## config.mk

```make
export PLATFORM = sky130hd
export DESIGN_NAME = register_write_scheduler
export DESIGN_NICKNAME = d
export VERILOG_FILES = /design/src/rtl/register_write_scheduler.sv
export SDC_FILE = /design/constraint.sdc
export NUM_CORES = 1
export LEC_CHECK = 0
export ABC_AREA = 0
export BUFFER_PORTS_ARGS = -buffer_cell sky130_fd_sc_hd__buf_4
export CAP_MARGIN = 10
export CORE_MARGIN = 4
export CORE_UTILIZATION = 35
export CTS_BUF_LIST = sky130_fd_sc_hd__clkbuf_2
export DETAILED_ROUTE_END_ITERATION = 6
export GPL_TIMING_DRIVEN = 0
export SETUP_SLACK_MARGIN = 0.05
export SLEW_MARGIN = 5
export SYNTH_ARGS = -nofsm -noshare
export SYNTH_HDL_FRONTEND = slang
export SYNTH_SLANG_ARGS = --single-unit
```

## constraint.sdc

```tcl
create_clock -name clk -period 2.5 [get_ports clk]
set_input_delay 0.125 -clock clk [delete_from_list [all_inputs] [get_ports clk]]
set_output_delay 0.125 -clock clk [all_outputs]
set_load 0.005 [all_outputs]
```

## src/rtl/register_write_scheduler.sv

```systemverilog
// Write-port scheduler and hazard scoreboard for the register bank: merges ALU and
// load writebacks onto one write port and stalls issue on RAW/WAW hazards or load starvation.
module register_write_scheduler #(
    parameter int unsigned REGS         = 16,
    parameter int unsigned ADDR_W       = 4,
    parameter int unsigned DATA_W       = 32,
    parameter int unsigned STARVE_LIMIT = 4
) (
    input  logic              clk,
    input  logic              rst,
    input  logic              issueValid,
    input  logic              issueWritesReg,
    input  logic [ADDR_W-1:0] issueDest,
    input  logic [ADDR_W-1:0] issueSrc1,
    input  logic [ADDR_W-1:0] issueSrc2,
    output logic              issueStall,
    input  logic              aluWbValid,
    input  logic [ADDR_W-1:0] aluWbAddr,
    input  logic [DATA_W-1:0] aluWbData,
    input  logic              memWbValid,
    output logic              memWbReady,
    input  logic [ADDR_W-1:0] memWbAddr,
    input  logic [DATA_W-1:0] memWbData,
    output logic              writeEnabled,
    output logic [ADDR_W-1:0] writeAddress,
    output logic [DATA_W-1:0] writeData,
    output logic [REGS-1:0]   busyMask
);

    localparam int unsigned    CNT_W   = 3;
    localparam logic [ADDR_W-1:0] PC_ADDR = ADDR_W'(REGS - 1);

    logic              buf_valid, buf_valid_d;
    logic [ADDR_W-1:0] buf_addr, buf_addr_d;
    logic [DATA_W-1:0] buf_data, buf_data_d;
    logic [CNT_W-1:0]  starve_cnt, starve_cnt_d;
    logic [REGS-1:0]   busy_d;

    logic              mem_xfer;
    logic              starve;
    logic              issue_accept;
    logic              sel_valid;
    logic [ADDR_W-1:0] sel_addr;
    logic [DATA_W-1:0] sel_data;
    logic              drain;
    logic              we_d;
    logic              src1_busy, src2_busy, dest_busy;

    // Handshake and hazard detection
    always_comb begin
        mem_xfer     = memWbValid && !buf_valid;
        memWbReady   = !buf_valid;
        starve       = starve_cnt >= CNT_W'(STARVE_LIMIT);
        src1_busy    = (issueSrc1 != PC_ADDR) && busyMask[issueSrc1];
        src2_busy    = (issueSrc2 != PC_ADDR) && busyMask[issueSrc2];
        dest_busy    = issueWritesReg && busyMask[issueDest];
        issueStall   = issueValid && (src1_busy || src2_busy || dest_busy || starve);
        issue_accept = issueValid && !issueStall && issueWritesReg;
    end

    // Port arbitration (ALU > buffer > direct load), buffer, starvation and scoreboard next state
    always_comb begin
        sel_valid    = 1'b0;
        sel_addr     = '0;
        sel_data     = '0;
        drain        = 1'b0;
        buf_valid_d  = buf_valid;
        buf_addr_d   = buf_addr;
        buf_data_d   = buf_data;
        starve_cnt_d = starve_cnt;
        busy_d       = busyMask;

        if (aluWbValid) begin
            sel_valid = 1'b1;
            sel_addr  = aluWbAddr;
            sel_data  = aluWbData;
            if (mem_xfer) begin
                buf_valid_d = 1'b1;
                buf_addr_d  = memWbAddr;
                buf_data_d  = memWbData;
            end
        end else if (buf_valid) begin
            sel_valid   = 1'b1;
            sel_addr    = buf_addr;
            sel_data    = buf_data;
            buf_valid_d = 1'b0;
            drain       = 1'b1;
        end else if (mem_xfer) begin
            sel_valid = 1'b1;
            sel_addr  = memWbAddr;
            sel_data  = memWbData;
        end

        // PC writebacks are consumed but never reach the bank
        we_d = sel_valid && (sel_addr != PC_ADDR);

        if (drain) begin
            starve_cnt_d = '0;
        end else if (buf_valid && aluWbValid && (starve_cnt != '1)) begin
            starve_cnt_d = starve_cnt + CNT_W'(1);
        end

        // Clear first so a same-edge set on the same register wins
        if (writeEnabled) begin
            busy_d[writeAddress] = 1'b0;
        end
        if (issue_accept && (issueDest != PC_ADDR)) begin
            busy_d[issueDest] = 1'b1;
        end
    end

    always_ff @(posedge clk or negedge rst) begin
        if (!rst) begin
            buf_valid    <= 1'b0;
            buf_addr     <= '0;
            buf_data     <= '0;
            starve_cnt   <= '0;
            busyMask     <= '0;
            writeEnabled <= 1'b0;
            writeAddress <= '0;
            writeData    <= '0;
        end else begin
            buf_valid    <= buf_valid_d;
            buf_addr     <= buf_addr_d;
            buf_data     <= buf_data_d;
            starve_cnt   <= starve_cnt_d;
            busyMask     <= busy_d;
            writeEnabled <= we_d;
            if (we_d) begin
                writeAddress <= sel_addr;
                writeData    <= sel_data;
            end
        end
    end

endmodule
```

==> Yosys cells after proc, flatten, opt, wreduce, memory -nomap -nowiden <==
Cells that the tools add are included.
{ "totals": {"out_inout_bits": 55, "inputBits": 90, "mem_bits_ro": 0, "memories": 0, "ram_bits": 0, "latchBits": 0, "ff_bits": 93} }
{ "classes": {"magnitude_cmp": 7, "addsub": 1, "mul": 0, "n_bitwise": 3, "shift": 0, "eq_ne": 6, "n_div": 0, "mux": 27, "reduce_logical": 20} }
{ "op_table": {"columns": ["operator", "n"], "rows": [
  ["two-way mux 32 bit", 3],
  ["two-way mux 16 bit", 2],
  ["less-than comparator 4 x 5 -> 1 bit (second input constant)", 4],
  ["bitwise AND 16 bit", 1],
  ["!= test 4 bit (second input constant)", 4],
  ["inverter 16 bit", 1],
  ["OR 16 bit", 1],
  ["logical AND 1 bit", 13],
  ["binary-select mux 1 bit (select 4 bit)", 3],
  ["two-way mux 1 bit", 12],
  ["two-way mux 4 bit", 3],
  ["demux 1 bit (select 4 bit)", 2],
  ["greater-or-equal comparator 4 x 1 -> 1 bit (second input constant)", 2],
  ["two-way mux 3 bit", 2],
  ["adder 3 x 1 -> 3 bit (second input constant)", 1],
  ["greater-or-equal comparator 3 bit (second input constant)", 1],
  ["logical OR 1 bit", 3],
  ["!= test 3 bit (second input constant)", 1],
  ["zero test 1 bit", 2],
  ["!= test 2 x 1 -> 1 bit (second input constant)", 1],
  ["AND reduction 2 bit", 1],
  ["nonzero test 2 bit", 1]
]} }

==> Depth between registers and ports, before layout <==
{ "depth": {"depth_word": 12, "ltp_mapped": 8, "depth_no_buf": 6} }

==> Worst setup path before layout <==
No wires, ideal clock.
{ "synth_timing": {"path_kind": "register -> output", "start": "register busyMask[7]", "end": "output issueStall", "t_arrival_ns": 1.813, "setup_slack_ns": 0.562, "stages_incl_launch_ff": 6, "path_cell_list": "dfrtp_1 > mux4_2 > mux2_4 > a211o_1 > buf_6 > o21a_1"} }
{ "synth_via": {"elab_chain_len": 7, "elab_cells_between_ends": 13, "cone_classes": "mux (6); reduce/logical (7)"} }
{ "synth_rtl": {"columns": ["item", "line", "text"], "rows": [
  ["from (decl)", "27", "output logic [REGS-1:0] busyMask"],
  ["from (signal assigned)", "127", "busyMask <= busy_d;"],
  ["binary-select mux 1 bit (select 4 bit), on equally long branches", "54, 55", null],
  ["two-way mux 1 bit, on equally long branches", "54, 55", null],
  ["logical AND 1 bit, on equally long branches", "54, 55", null],
  ["logical OR 1 bit", "57", "issueStall = issueValid && (src1_busy || src2_busy || dest_busy || starve);"],
  ["logical OR 1 bit * (2 in a row)", "57", null],
  ["logical AND 1 bit *", "57", null],
  ["to (decl)", "16", "output logic issueStall,"]
]} }
Every way passes the cells marked *; elsewhere a longest branch is shown, timed or not. The select of a mux whose other input is x is not followed.

==> Worst setup path after layout <==
{ "layout_timing": {"start": "register busyMask[1]", "end": "output issueStall"} }
Same word-level chain as after synthesis.

==> impl_results.md <==
* Starting Density at 35.9%
* Port bufs at 141
* Slew Viols, Final at 0
* Clk_lat worst skew at 620 ps
* Die area at 15600 um^2
* Hold WS at 90.9 ps
* Clock buffer count from CTS at 9
* Yosys reg bits at 93
* Worst relative slew slack at 41.3%
* Synth Instances at 427
* Nets at 766
* Largest net degree at the start of global routing at 94
* CTS tree: yes
* Final Cycle Share at 104%
* N_diodes at 0
* Power per cell area at 635 nW/um^2
* Clk buf depth at 2
* Synth unique cells at 46
* Worst R2R Setup Slack at 180 ps
* Antenna violations before repair at 0
* Sequential share of power at 46.8%
* Reg-to-reg startpoint: busyMask[1]
* Max Clock Freq at 384 MHz
* H-tree Lvls at 3
* Residual DRC count at 0
* Peak supply drop at 407 uV
* Leakage at 3.22 nW
* Least-Margin Pin Slew at 880 ps
* Core area at 13300 um^2
* R2R cell count at 7
* Vias in the first global route at 4809
* DPL Wire Length at 10400 um
* Clock group share of total power at 16.9%
* DR iter-0 viols at 217
* Fillcell total at 1205
* Status: finished, violations left
* Routed wire length per instance at 17.7 um
* Switching pwr at 0.00152 W
* CTS Root Buffer Type: clkbuf_2
* Clk_skew at 53.8 ps
* Register area share after synthesis at 48.5%
* Proportion of layout cells with a drive suffix above 1 at 35.7%
* Num rows at 42
* Final Critical Period at 2610 ps
* Vias post-DR at 4474
* Unrepaired setup endpoints after global routing: yes
* CP required at 2380 ps
* Commonest non-fill, non-tap cell in the layout: buf_4
* Pint at 0.00302 W
* Final WL at 15100 um
* Failing checks: setup timing
* Fin Setup TNS at -107 ps
* IO Pins at 145
* Crit end category: output pin
* R2R Path End: busyMask[9]
* Final WS setup at -107 ps
* Number of flops mapped to enable cells by yosys at 0
* Clock sinks at 93
* CP arrival at 2480 ps
* Fraction of registers with async set/reset at 100%
* Global route overflow at 0
* Gpl congestion at 0.923
* Mapped Area at 4790 um^2
* Number of routed nets with antenna violations at 0
* Worst setup SP type: register
* Dominant synthesized flop cell: dfrtp_1
* WS Path Type: register to output pin
* Switching Share at 33.4%
* Final hold vios at 0
* Endpoints failing setup at 1
* Commonest non-fill, non-tap cells in the layout: buf_4 (153), dfrtp_1 (86), dlygate4sd3_1 (84)
* Synth-to-Final Area Change at 48.8%
* Initial DRT Pass Iterations at 4
* Comb power frac at 36.3%
* Mapped Nets at 519
* GRT Overall Usage at 19.7%
* Crit-path max FO at 5
* Routed vias/inst at 5.24
* DIE HEIGHT at 125 um
* Yosys warnings at 0
* Register Area at 2340 um^2
* First-pass GRT wire length at 24900 um
* Multi-input logic area at 2320 um^2
* CTS clk-pin slew, worst paths at 280 ps
* Avg Cell Area, Syn at 11.2 um^2
* Worst Hold Class: primary input to async pin
* Die W at 125 um
* Max-Cap Viols at 0
final cells by class:
cell class | instances | share of cell area [%]
flip-flops and latches | 93 | 32.7
multi-input cells | 300 | 32.5
repair buffers | 237 | 27.9
well taps | 176 | 3.09
plain buffers | 26 | 1.82
clock inverters | 6 | 0.894
clock buffers | 9 | 0.631
inverters | 7 | 0.368
metrics by stage:
stage / util (%) / setup WS [ps] / area, um^2 / power (W) / instances
floorplan: - / 562 / 4790 / 0.00278 / 427
global placement: 45.5 / 303 / 6070 / 0.00347 / 744
detailed placement: 45.5 / 230 / 6070 / 0.00353 / 744
CTS: 53.3 / -134 / 7120 / 0.00453 / 853
global route: 53.5 / -247 / 7140 / 0.00482 / 854
finish: 53.5 / -107 / 7140 / 0.00453 / 854
power by group through the flow:
stage,Clock (W),Sequential [W],Combinational (W)
after global routing,0.000860,0.00216,0.00180
after CTS,0.000790,0.00211,0.00163
after detailed placement,0,0.00216,0.00137
final,0.000764,0.00212,0.00165
after floorplan,0,0.00205,0.000723
after global placement,0,0.00213,0.00133
routing by layer:
| layer | track usage (%) | vias up | routed length (um) |
|---|---|---|---|
| li1 | - | 2081 | - |
| met5 | 0 | - | 0 |
| met1 | 23.3 | 2202 | 6130 |
| met3 | 6.95 | 24 | 1150 |
| met4 | 4.97 | 0 | 254 |
| met2 | 34.2 | 167 | 7600 |
timing repair:
item	in CTS	in global routing
cloned	0	0
buffers inserted	11	1
endpoints found under the hold margin	183	0
hold buffers	84	0
pin swaps	3	1
gates resized for setup	8	5
endpoints found under the setup margin	1	6
synth_stat cells (8+ instances only):
library cell	count	share of area (%)
clkbuf_1	15	1.2
nor2_1	8	0.63
dfrtp_1	93	49
nand2_1	44	3.4
mux2i_1	8	1.7
a22oi_1	34	5.3
nand3_1	13	1.4
mux2_2	44	10
mux2_1	25	5.9
o21ai_0	58	6.1
worst max-delay path: stages (launching register included):
cell and delay (ps):
dfrtp_1 500, mux4_2 480, mux2i_1 190, o22ai_2 100, a211o_4 340, o21a_1 180, buf_4 130
logic make-up (layout without fill, tap and decap cells):
group | Yosys count | after routing | share of synthesized area, %
AOI/OAI and AO/OA | 119 | 119 | 16.3
adders and majority gates | 2 | 2 | 0.522
buffers and inverters | 34 | 285 | 3.47
muxes | 86 | 86 | 22.0
DFF | 93 | 93 | 48.5
and+or+nand+nor | 93 | 93 | 9.19
sequential cells by signal, indices dropped and copies added (netlist names):
register,flops
writeAddress,4
buf_valid,1
busyMask,16
starve_cnt,3
writeEnabled,1
buf_data,32
buf_addr,4
writeData,32
worst max path at each step:
stage                      from          end  slack (ps)  depth (start not counted)
global route        busyMask[1]   issueStall        -250                          6
floorplan           busyMask[7]   issueStall         560                          5
finish              busyMask[1]   issueStall        -110                          6
CTS                 busyMask[1]   issueStall        -130                          5
global placement      buf_valid  buf_data[4]         300                          5
detailed placement    buf_valid  buf_data[6]         230                          5
Note: power is estimated with default switching activity, not from simulation.
